===== src/rtl/button_conditioner_pkg.sv =====
// Shared constants for the button conditioner.
//   SYNC_STAGES_DEF     : default synchronizer depth
//   DEBOUNCE_CYCLES_DEF : default stable-cycle count (10 ms at CLK_HZ)
//   CLK_HZ              : reference system clock frequency
package button_conditioner_pkg;

  localparam int SYNC_STAGES_DEF     = 2;
  localparam int DEBOUNCE_CYCLES_DEF = 1000000;
  localparam int CLK_HZ              = 100000000;

endpackage : button_conditioner_pkg


===== src/rtl/btn_sync_chain.sv =====
// Multi-flop synchronizer for a single asynchronous level.
//   clk : system clock
//   rst : synchronous active-high reset, clears every stage
//   d   : asynchronous input level
//   q   : synchronized level (last stage)
module btn_sync_chain #(
  parameter int STAGES = 2
) (
  input  logic clk,
  input  logic rst,
  input  logic d,
  output logic q
);

  if (STAGES < 2) begin : g_bad_stages
    $error("btn_sync_chain: STAGES must be >= 2");
  end

  logic [STAGES-1:0] s;

  always_ff @(posedge clk) begin
    if (rst) begin
      s <= '0;
    end else begin
      s <= {s[STAGES-2:0], d};
    end
  end

  assign q = s[STAGES-1];

endmodule : btn_sync_chain


===== src/rtl/button_conditioner.sv =====
// Push-button / GPIO level conditioner: synchronizer followed by a
// counter-based debouncer, with optional one-cycle edge pulses.
// Edge pulses are enabled by defining BUTTON_CONDITIONER_EDGE_EN;
// otherwise btn_rise/btn_fall are tied low.
//   clk      : system clock, rising edge
//   rst      : synchronous active-high reset
//   btn_in   : raw asynchronous level
//   btn_sync : synchronized (not debounced) level
//   btn_out  : debounced level
//   btn_rise : one-cycle pulse on btn_out 0->1
//   btn_fall : one-cycle pulse on btn_out 1->0
module button_conditioner
  import button_conditioner_pkg::*;
#(
  parameter int SYNC_STAGES     = SYNC_STAGES_DEF,
  parameter int DEBOUNCE_CYCLES = DEBOUNCE_CYCLES_DEF
) (
  input  logic clk,
  input  logic rst,
  input  logic btn_in,
  output logic btn_sync,
  output logic btn_out,
  output logic btn_rise,
  output logic btn_fall
);

  if (SYNC_STAGES < 2) begin : g_bad_sync_stages
    $error("button_conditioner: SYNC_STAGES must be >= 2");
  end
  if (DEBOUNCE_CYCLES < 1) begin : g_bad_debounce
    $error("button_conditioner: DEBOUNCE_CYCLES must be >= 1");
  end

  localparam int               CNT_W   = $clog2(DEBOUNCE_CYCLES + 1);
  localparam logic [CNT_W-1:0] CNT_MAX = CNT_W'(DEBOUNCE_CYCLES - 1);

  logic [CNT_W-1:0] cnt;

  btn_sync_chain #(
    .STAGES (SYNC_STAGES)
  ) u_sync (
    .clk (clk),
    .rst (rst),
    .d   (btn_in),
    .q   (btn_sync)
  );

  // Counter runs only while the synchronized level disagrees with the
  // output; any agreement restarts it, so it never exceeds CNT_MAX.
  always_ff @(posedge clk) begin
    if (rst) begin
      cnt     <= '0;
      btn_out <= 1'b0;
    end else if (btn_sync == btn_out) begin
      cnt <= '0;
    end else if (cnt == CNT_MAX) begin
      cnt     <= '0;
      btn_out <= btn_sync;
    end else begin
      cnt <= cnt + 1'b1;
    end
  end

`ifdef BUTTON_CONDITIONER_EDGE_EN
  logic btn_out_q;

  always_ff @(posedge clk) begin
    if (rst) begin
      btn_out_q <= 1'b0;
    end else begin
      btn_out_q <= btn_out;
    end
  end

  assign btn_rise = btn_out & ~btn_out_q;
  assign btn_fall = ~btn_out & btn_out_q;
`else
  assign btn_rise = 1'b0;
  assign btn_fall = 1'b0;
`endif

endmodule : button_conditioner


===== config.mk =====
export PLATFORM = sky130hd
export DESIGN_NAME = button_conditioner
export DESIGN_NICKNAME = d
export VERILOG_FILES = /design/src/rtl/button_conditioner_pkg.sv /design/src/rtl/btn_sync_chain.sv /design/src/rtl/button_conditioner.sv
export SDC_FILE = /design/constraint.sdc
export NUM_CORES = 1
export LEC_CHECK = 0
export ABC_AREA = 1
export CORE_ASPECT_RATIO = 0.75
export CORE_MARGIN = 5
export CORE_UTILIZATION = 40
export DETAILED_ROUTE_END_ITERATION = 16
export PLACE_DENSITY = 0.62
export SYNTH_ARGS = -nofsm -noshare
export SYNTH_HDL_FRONTEND = slang
export SYNTH_SLANG_ARGS = --single-unit

===== constraint.sdc =====
create_clock -name clk -period 2.36 [get_ports clk]
set_input_delay 0.472 -clock clk [delete_from_list [all_inputs] [get_ports clk]]
set_output_delay 0.472 -clock clk [all_outputs]
set_load 0.02 [all_outputs]

# Yosys cells after proc, flatten, opt, wreduce, memory -nomap -nowiden

Index checks and enable logic that the tools add are counted.
W data, S select, Z words.

$add $sub $neg: 1
Multipliers: 0
Divide/modulo/power cells: 0
$lt $le $gt $ge: 0
Equality and inequality tests: 2
Shift operators: 0
Mux-type cells: 0
Bitwise operators: 1
Reductions and logical operators: 2

Operators with widths:

| cell                    | number |
|---|---|
| $add A20 B1 Y20 const B | 1 |
| $eq A20 B20 Y1 const B  | 1 |
| $reduce_or A3 Y1        | 1 |
| $reduce_and A2 Y1       | 1 |
| $eq A1 B1 Y1            | 1 |
| $not A1 Y1              | 1 |

Flip-flop bits (word level): 23
Latch bits: 0
RAM bits: 0
Memory bits (read-only): 0
Bits of input ports: 3
Output and inout bits: 4
Logic and storage cells: 9
Memories: 0

# Logic depth before layout (Yosys ltp)

Depth after elaboration: 3
Mapped depth: 8
Depth with buffers taken out: 8

# Modules after synthesis

From an unflattened synthesis, not the netlist that was laid out.

Cell total of the unflattened synthesis: 167
Area total of the unflattened synthesis: 1184.9 um^2

Modules (own cells, without submodules):

| module             | instances | cells each | area each (um^2) | sequential area each (um^2) |
|---|---|---|---|---|
| button_conditioner | 1         | 161        | 1129.8           | 420.4 |
| btn_sync_chain     | 1         | 6          | 55.1             | 40.0 |

# Least setup slack after synthesis

No wires, ideal clock.

Kind: register -> register
From: register cnt[0]
To: register cnt[12]
Library setup time: 0.115 ns
Arrival: 1.186 ns
Data required time: 2.245 ns
Slack: 1.059 ns
Cell stages (with the launch flop): 8
Path buffers: 1
Clock period less this slack: 1.301 ns
Cell sequence: dfxtp_1 ha_1 nand3_2 nor2_4 nand3_4 nand2_4 buf_6 nor2_1

Cells in the longest elaborated chain, start to end: 2
Elaborated cells between the ends (all ways): 3
Those cells by class: 1 x add/sub; 1 x eq/ne; 1 x reduce/logical

RTL lines:

| element                                                                 | RTL line                 | source |
|---|---|---|
| start: declaration                                                      | button_conditioner.sv:37 | `logic [CNT_W-1:0] cnt;` |
| start signal: assignment                                                | button_conditioner.sv:60 | `cnt <= cnt + 1'b1;` |
| parallel branches: the longest is 2 deep, another holds $add A20 B1 Y20 | --                       |  |

Several ways; the timed one is not identified.
A chain may end at the register's enable or synchronous reset.

# Worst setup path after layout

From: register btn_out
To: output port btn_out

RTL lines:

| element                  | RTL line                 | source |
|---|---|---|
| start: declaration       | button_conditioner.sv:22 | `output logic btn_out,` |
| start signal: assignment | button_conditioner.sv:58 | `btn_out <= btn_sync;` |

No word-level cell between the ends.

==> run summary <==
Area Overhead vs Synth = 9.29%
Min Clock Period, post-route = 1.72 ns
Pre-CTS setup slack = 0.748 ns
Critical path's largest stage delay = 0.63 ns
Family with the most delay on the worst path = buffers and inverters
TritonCTS buffer count = 3
Lkg Pwr = 0.395 nW
Warnings from Yosys = 0
Final hold vios = 0
Count of unique library cells instantiated by Yosys = 25
FFs w/ async S/R, synth = 0
Number of remaining DRC errors = 0
Inserted Diodes = 0
Min-Delay Startpoint = u_sync.s[0]$_SDFF_PP0_
Max H-tree Level = 1
Status = finished clean
Die Ht = 56.6 microns
Hold depth = 2
Routed WL per cell = 10.5 microns
Util after Layout = 0.472
Cell taking the most area after synthesis = dfxtp_1
Die width = 72.1 microns
Post-CTS Setup Bufs = 0
Clock transition at path regs = 0.07 ns
Clk buf depth = 2
Mean Syn Cell Area = 7.15 sq um
Cell Area, Synth = 1160 sq um
R2R Setup Slk = 0.97 ns
Multi-input logic area = 619 sq um
Vias in the first global route = 902
Number of DRC markers in iteration 0 = 68
PortBufs = 4
WS Path Type = reg2out
# clock sinks = 23
Startpoint types = flip-flop
Most frequent cell after synthesis = nor2_1
Reg2Reg Capture Point = cnt[10]$_SDFF_PP0_
Top post-synthesis cells by count = 36 x nor2_1, 34 x nand2_1, 23 x dfxtp_1
# nets final = 173
Sequential share of the synthesized area = 0.397
Antenna-violating nets left = 0
Largest net degree at the start of global routing = 18
Crit share post-route = 0.728
TritonCTS clock tree = done
Worst Path Required = 1.89 ns
HP Class = reg2reg
Max Slew Vio Count = 0
GRT Total Usage = 0.119
Vias per cell = 4.82
Post-Route Setup TNS = 0 ns
Worst path cell trace = clkdlybuf4s50_1
Critical Path Fanout Max = 3
Worst Skew = 0.00979 ns
IO Pins = 7
Starting Density = 0.432
First-pass GRT wire length = 3.92 mm
GRT overflow = 0
Via count = 983
Ys flop type = dfxtp_1
Dpl hpwl = 1.68 mm
Later-pin clock latency in the skew report = 0.27 ns
Worst setup margin = 0.643 ns
Reg2Reg Depth = 6
Core box area = 2680 sq um
Root Buffer = clkbuf_8
Max stage delay cell, worst path = clkdlybuf4s50_1
Layout cells sized above 1 = 0.0952
Hold_buf cts = 0
Worst r2r src = cnt[0]$_SDFF_PP0_
Antenna violations before repair = 0
Max-cap viol count = 0
VDD IR-drop max = 222 uV
Fmax = 582 MHz
EDFF count, synth = 0
Yosys reg bits = 23
Yosys top cell area share = 0.397
Worst Hold End = u_sync.s[1]$_SDFF_PP0_
Total Die Area = 4080 sq um
FF+latch area = 460 sq um
CTS-repair resized insts = 0
Ranking of synthesized cells by area = dfxtp_1 40%, nor2_1 12%, nand2_1 11%
# rows = 16
CP endpoint kind = output port
Setup violations, final = 0
Power per cell area = 511 nW/um^2
Routability cong. = 0.836
Crit path DAT = 1.25 ns
Syn Inst Count = 162
Filler instances = 277
RSZ-0062 raised after global routing = no
Final WL = 2.14 mm
DR pass1 iterations = 4
CP Buf/Inv Count = 1
## per-stage QoR
stage | power [W] | hold slack (ns) | std cells | cell area, sq um
2_1_floorplan | 0.000413 | 0.388 | 163 | 1160
3_3_place_gp | 0.000416 | 0.398 | 200 | 1220
6_report | 0.000647 | 0.405 | 204 | 1270
5_1_grt | 0.000676 | 0.432 | 204 | 1270
4_1_cts | 0.000658 | 0.410 | 204 | 1270
3_5_place_dp | 0.000416 | 0.395 | 200 | 1220
## cells in the final DEF (no fill, tap or decap)
master,n
nand3_2,1
nand2_1,34
clkbuf_1,1
xnor2_1,6
ha_1,1
nor2_2,5
nor2_4,2
dfxtp_1,23
xor2_1,3
nand2_4,1
inv_2,1
conb_1,2
nand3_4,1
or2_2,1
or2_0,1
nor2_1,36
clkdlybuf4s50_1,4
and2_1,1
nor3_1,1
clkbuf_8,3
a21oi_1,9
o21bai_1,1
nand4_1,2
inv_1,14
nand3b_2,1
nand3_1,13
## layer usage
| metal | GRT usage | vias up | wire (microns) |
|---|---|---|---|
| li1 | - | 513 | - |
| met5 | 0 | - | 0 |
| met3 | 0.0463 | 4 | 108 |
| met2 | 0.176 | 17 | 951 |
| met1 | 0.154 | 449 | 1050 |
| met4 | 0.0456 | 0 | 29 |
## how the worst max path moves through the flow
stage / from / cells past startpoint / end
6_report: btn_out$_SDFFE_PP0P_ / 1 / btn_out
3_3_place_gp: rst / 4 / cnt[9]$_SDFF_PP0_
2_1_floorplan: cnt[0]$_SDFF_PP0_ / 7 / cnt[12]$_SDFF_PP0_
3_5_place_dp: rst / 4 / cnt[19]$_SDFF_PP0_
4_1_cts: btn_out$_SDFFE_PP0P_ / 1 / btn_out
5_1_grt: btn_out$_SDFFE_PP0P_ / 1 / btn_out
## sequential cells by signal (all words and copies together) (netlist names)
signal    count
btn_out       1
cnt          20
u_sync.s      2
## kinds of logic after synthesis
| logic type | count (synthesis) | share of synthesized area |
|---|---|---|
| xor+xnor | 9 | 0.0680 |
| buf+inv | 18 | 0.0713 |
| fa+ha+maj | 1 | 0.0108 |
| compound gates | 10 | 0.0454 |
| simple gates | 100 | 0.404 |
| flops | 23 | 0.397 |
| other cells | 1 | 0.00324 |
## power breakdown
group / switching (W) / leakage, nW / total, W / internal, W
sequential: 0.00000112 / 0.186 / 0.000391 / 0.000390
combinational: 0.00000973 / 0.187 / 0.0000161 / 0.00000638
clock: 0.000120 / 0.0228 / 0.000240 / 0.000120
total: 0.000130 / 0.395 / 0.000647 / 0.000517
## area by class of cell
cell class / count / share of cell area
multi-input combinational: 122 / 0.489
tap: 36 / 0.0356
sequential: 23 / 0.364
clock buffer: 4 / 0.0356
inverter: 15 / 0.0445
timing repair buffer: 4 / 0.0316
Power figures use the tool's default switching activity.
==> patch 1, RTL diff (same settings) <==
Change the package constant `DEBOUNCE_CYCLES_DEF` from 1000000 to 2000000.
--- a/src/rtl/button_conditioner_pkg.sv
+++ b/src/rtl/button_conditioner_pkg.sv
@@ -5,7 +5,7 @@
 package button_conditioner_pkg;
 
   localparam int SYNC_STAGES_DEF     = 2;
-  localparam int DEBOUNCE_CYCLES_DEF = 1000000;
+  localparam int DEBOUNCE_CYCLES_DEF = 2000000;
   localparam int CLK_HZ              = 100000000;
 
 endpackage : button_conditioner_pkg
Behaviour: same outputs for any inputs over 10 cycles, from zero or initial values and one cycle with rst high; that may be too few to reach the edited logic, so the function may still have changed.
==> patch 1 against the unedited design <==
Worst setup slack worse by 13 ps; critical path depth stayed put; area after synthesis is 5.4% higher; non-clock buffer count unchanged; core utilization shrank 2.4 points; sequential power increased by 4%; final area is 4.0% higher; total power grew 1.8%; sequential cell count is 1 higher; global-route usage decreased by 0.27 points; die area increased by 4.5%; register-to-register slack got worse by 330 ps; wire length up 7.3%; critical endpoint unchanged; largest power group unchanged; highest routed layer unchanged.
==> patch 1: results (changes against the unedited design) <==
| Metric | Value |
|---|---|
| Seq. pwr | `408 uW (+4%)` |
| Static Leak | `0.000369 uW (-6.8%)` |
| Status | `completed` |
| Crit Path Max Fanout | `4 (+1)` |
| Placer Congestion | `0.840 (+0.54%)` |
| Met2 usage | `15.7% (-2.0 points)` |
| P_sw | `133 uW (+1.6%)` |
| Layout Nets | `184 (+6.4%)` |
| 1st-iter DRT viols | `57 (-16%)` |
| DP HPWL | `1770 um (+5.2%)` |
| Via total after detailed routing | `1020 (+3.8%)` |
| First-pass GRT wire length | `3710 um (-5.3%)` |
| Clock Skew | `4.04 ps (-5.75 ps)` |
| Peak VDD IR | `0.300 mV (+35%)` |
| Number of global-route vias before repair | `824 (-8.6%)` |
| Met3 Use GR | `3.12% (-1.5 points)` |
| Post-synth top cells | `nor2_1, nand2_1, dfxtp_1` |
| Power share of the clock group | `35.8% (-1.3 points)` |
| M1 GR Usage | `16.1% (+0.62 points)` |
| Seq/Total Area, Yosys | `39.3% (-0.40 points)` |
| Yosys cell types | `24 (-4.0%)` |
| All-layer global routing usage | `11.6% (-0.27 points)` |
| Synth Warn # | `0 (unchanged)` |
| Top flop regs | `cnt x21, u_sync.s x2, btn_out x1` |
| Total wire length | `2300 um (+7.3%)` |
| Fraction of layout cells with a size suffix above 1 | `9.55% (+0.027 points)` |
| Htree depth | `1 (unchanged)` |
| Synth top area cells | `dfxtp_1, nor2_1, nand2_1` |
==> patch 1: changes by cell type after synthesis, moves of 2 or more <==
cell,delta
a21oi_1,-2
nand2_1,+7
nand2_2,+4
nand3_1,-6
nand3_2,+2
nor2_1,+8
nor2_2,-3
o21ai_0,+2
xnor2_1,-2
xor2_1,+4
==> patch 1: metal layers <==
layer	wire length (um)	up-vias
met3	141	5
li1	-	542
met1	1150	449
met4	65	0
met2	943	24
met5	0	-
==> patch 1: cell type report <==
class,instances,share of cell area (%)
well taps,38,3.61
multi-input cells,133,49.7
repair buffers,4,3.04
inverters,14,3.99
clock buffers,3,3.14
flip-flops and latches,24,36.5
==> patch 1: worst paths after layout <==
| path | slack [ps] | depth (start not counted) | end | startpoint |
|---|---|---|---|---|
| setup / recovery | 630 | 1 | btn_out | btn_out |
| hold / removal | 410 | 2 | u_sync.s[1] | u_sync.s[0] |
| setup reg to reg | 640 | 6 | cnt[12] | cnt[0] |
| hold reg to reg | 410 | 2 | u_sync.s[1] | u_sync.s[0] |
==> patch 1: metrics by stage <==
| step | setup slack [ps] | cell area [um2] | util [%] | std cells | power, uW |
|---|---|---|---|---|---|
| final | 630 | 1320 | 44.8 | 216 | 659 |
| after floorplan | 1010 | 1220 | - | 175 | 430 |
| after global placement | 606 | 1270 | 43.4 | 213 | 432 |
| after detailed placement | 543 | 1270 | 43.4 | 213 | 433 |
| after CTS | 616 | 1320 | 44.8 | 216 | 668 |
| after global routing | 473 | 1320 | 44.8 | 216 | 681 |
==> patch 1: cells by family (layout without fill, tap and decap cells) <==
family	after synthesis	in the layout	synth area share, %
fa+ha+maj	1	1	1.02
other cells	1	2	0.307
xor+xnor	11	11	7.89
buf+inv	18	21	7.38
compound gates	11	11	5.02
flops	24	24	39.3
simple gates	108	108	39.0
==> patch 2, RTL diff (same settings) <==
Made on the original files. Register the output `btn_sync`, with the module's reset; this adds one clock of latency there. The other outputs are not delayed to match.
--- a/src/rtl/button_conditioner.sv
+++ b/src/rtl/button_conditioner.sv
@@ -24,6 +24,8 @@
   output logic btn_fall
 );
 
+  logic btn_sync_d;
+
   if (SYNC_STAGES < 2) begin : g_bad_sync_stages
     $error("button_conditioner: SYNC_STAGES must be >= 2");
   end
@@ -42,7 +44,7 @@
     .clk (clk),
     .rst (rst),
     .d   (btn_in),
-    .q   (btn_sync)
+    .q   (btn_sync_d)
   );
 
   // Counter runs only while the synchronized level disagrees with the
@@ -51,11 +53,11 @@
     if (rst) begin
       cnt     <= '0;
       btn_out <= 1'b0;
-    end else if (btn_sync == btn_out) begin
+    end else if (btn_sync_d == btn_out) begin
       cnt <= '0;
     end else if (cnt == CNT_MAX) begin
       cnt     <= '0;
-      btn_out <= btn_sync;
+      btn_out <= btn_sync_d;
     end else begin
       cnt <= cnt + 1'b1;
     end
@@ -79,5 +81,13 @@
   assign btn_fall = 1'b0;
 `endif
 
+  always_ff @(posedge clk) begin
+    if (rst) begin
+      btn_sync <= '0;
+    end else begin
+      btn_sync <= btn_sync_d;
+    end
+  end
+
 endmodule : button_conditioner
 
Check against the original RTL: not equivalent (a bounded check fails within 4 cycles, from zero or initial values and one cycle with rst high).
==> patch 2 against the unedited design <==
Total power grew 8.3%; wire length grew 4.0%; hold slack gained 15 ps; clock skew shrank 4.7 ps; worst setup slack gained 57 ps; global-route usage shrank 0.069 points; sequential cell count grew 1; highest routed layer unchanged; sequential power grew 4%; largest cell class unchanged; core utilization shrank 1.8 points; synthesized cell count grew 1.9%; area after synthesis grew 2.9%; die area grew 2.5%; final area grew 3.7%.
==> patch 2: results (changes against the unedited design) <==
| Metric | Value |
|---|---|
| DP HPWL | `1690 um (+0.58%)` |
| RR Startpoint | `cnt[0]` |
| CP arrival | `1190 ps (-60 ps)` |
| Number of global-route vias before repair | `900 (-0.22%)` |
| DP Area | `1260 um2 (+3.0%)` |
| Post-route worst setup slack | `700 ps (+56.7 ps)` |
| Fillcell total | `306 (+10%)` |
| Met2 wire length | `980 um (+3.0%)` |
| 1st-iter DRT viols | `117 (+72%)` |
| Met2 usage | `18.1% (+0.45 points)` |
| Critical Path End | `btn_sync` |
| Compound-Gate Fraction of Synth Area | `5.56% (+1.0 points)` |
| Post-synth top cells | `nor2_1, nand2_1, dfxtp_1` |
| CTS Hold Bufs | `0 (unchanged)` |
| Top flop regs | `cnt x20, u_sync.s x2` |
| All-layer global routing usage | `11.9% (-0.069 points)` |
| M1 GR Usage | `16.4% (+1.0 points)` |
| Seq/Total Area, Yosys | `40.3% (+0.55 points)` |
| Met3 Use GR | `3.70% (-0.94 points)` |
| P_sw | `139 uW (+6.6%)` |
| Slowest CP cell | `clkdlybuf4s50_1` |
| Crit Path Max Fanout | `1 (-2)` |
| Post-synthesis adder-cell area fraction | `1.05% (-0.031 points)` |
| Worst setup path start | `btn_sync` |
| Place WS | `550 ps (-198 ps)` |
| Hold WS | `421 ps (+15.4 ps)` |
| Placer Congestion | `0.799 (-4.4%)` |
| Metal3 WL | `143 um (+32%)` |
| Synth top area cells | `dfxtp_1, nor2_1, nand2_1` |
| Crit path max-delay family | `buffers and inverters` |
| First-pass GRT wire length | `3930 um (+0.36%)` |
| Clock root cell | `clkbuf_8` |
| Post-Synth XOR/XNOR Area | `5.88% (-0.93 points)` |
| DRT met1 WL | `1090 um (+3.6%)` |
| Peak VDD IR | `0.326 mV (+47%)` |
| Avg WL per Cell | `10.7 um (+1.5%)` |
| Status | `completed` |
| Vias per cell | `4.71 (-2.2%)` |
| Fin cells | `209 (+2.5%)` |
| Avg Cell Area, Syn | `7.23 um2 (+1.0%)` |
| Clock Skew | `5.05 ps (-4.74 ps)` |
| Layout Nets | `176 (+1.7%)` |
| Reg-to-reg endpoint | `cnt[12]` |
| R2R setup slack | `960 ps` |
| Fraction of layout cells with a size suffix above 1 | `10.5% (+1.0 points)` |
| Static Leak | `0.000414 uW (+4.8%)` |
| Yosys cell types | `28 (+12%)` |
patch 2: cell count changes in the layout (fill, tap and decap cells not counted), sizes merged:
cell	delta
inv	+1
xnor2	-1
dfxtp	+1
o21ai	+1
a21oi	+1
patch 2: tightest hold or removal path, cell delays in order, from the launching register on:
cell     delay [ps]
dfxtp_1         300
inv_1            50
nor2_1           30
patch 2: power groups by stage:
stage          logic (uW)  registers (uW)  clock network (uW)
2_1_floorplan        13.0             418                   0
5_1_grt              18.5             409                 300
6_report             16.6             408                 276
4_1_cts              16.7             408                 284
3_5_place_dp         16.7             418                   0
3_3_place_gp         16.3             418                   0
patch 2: final cells by class:
class	count	area, um2	area share, %
inverters	16	60.1	4.58
multi-input cells	123	629	48.0
flip-flops and latches	24	480	36.6
well taps	38	47.5	3.62
clock buffers	4	55.1	4.19
repair buffers	4	40.0	3.05
patch 2: cell families after synthesis:
group,count (synthesis)
and+or+nand+nor,100
DFF,24
buffers and inverters,19
AOI/OAI and AO/OA,12
xor gates and xnor gates,8
adders and majority gates,1
other,1
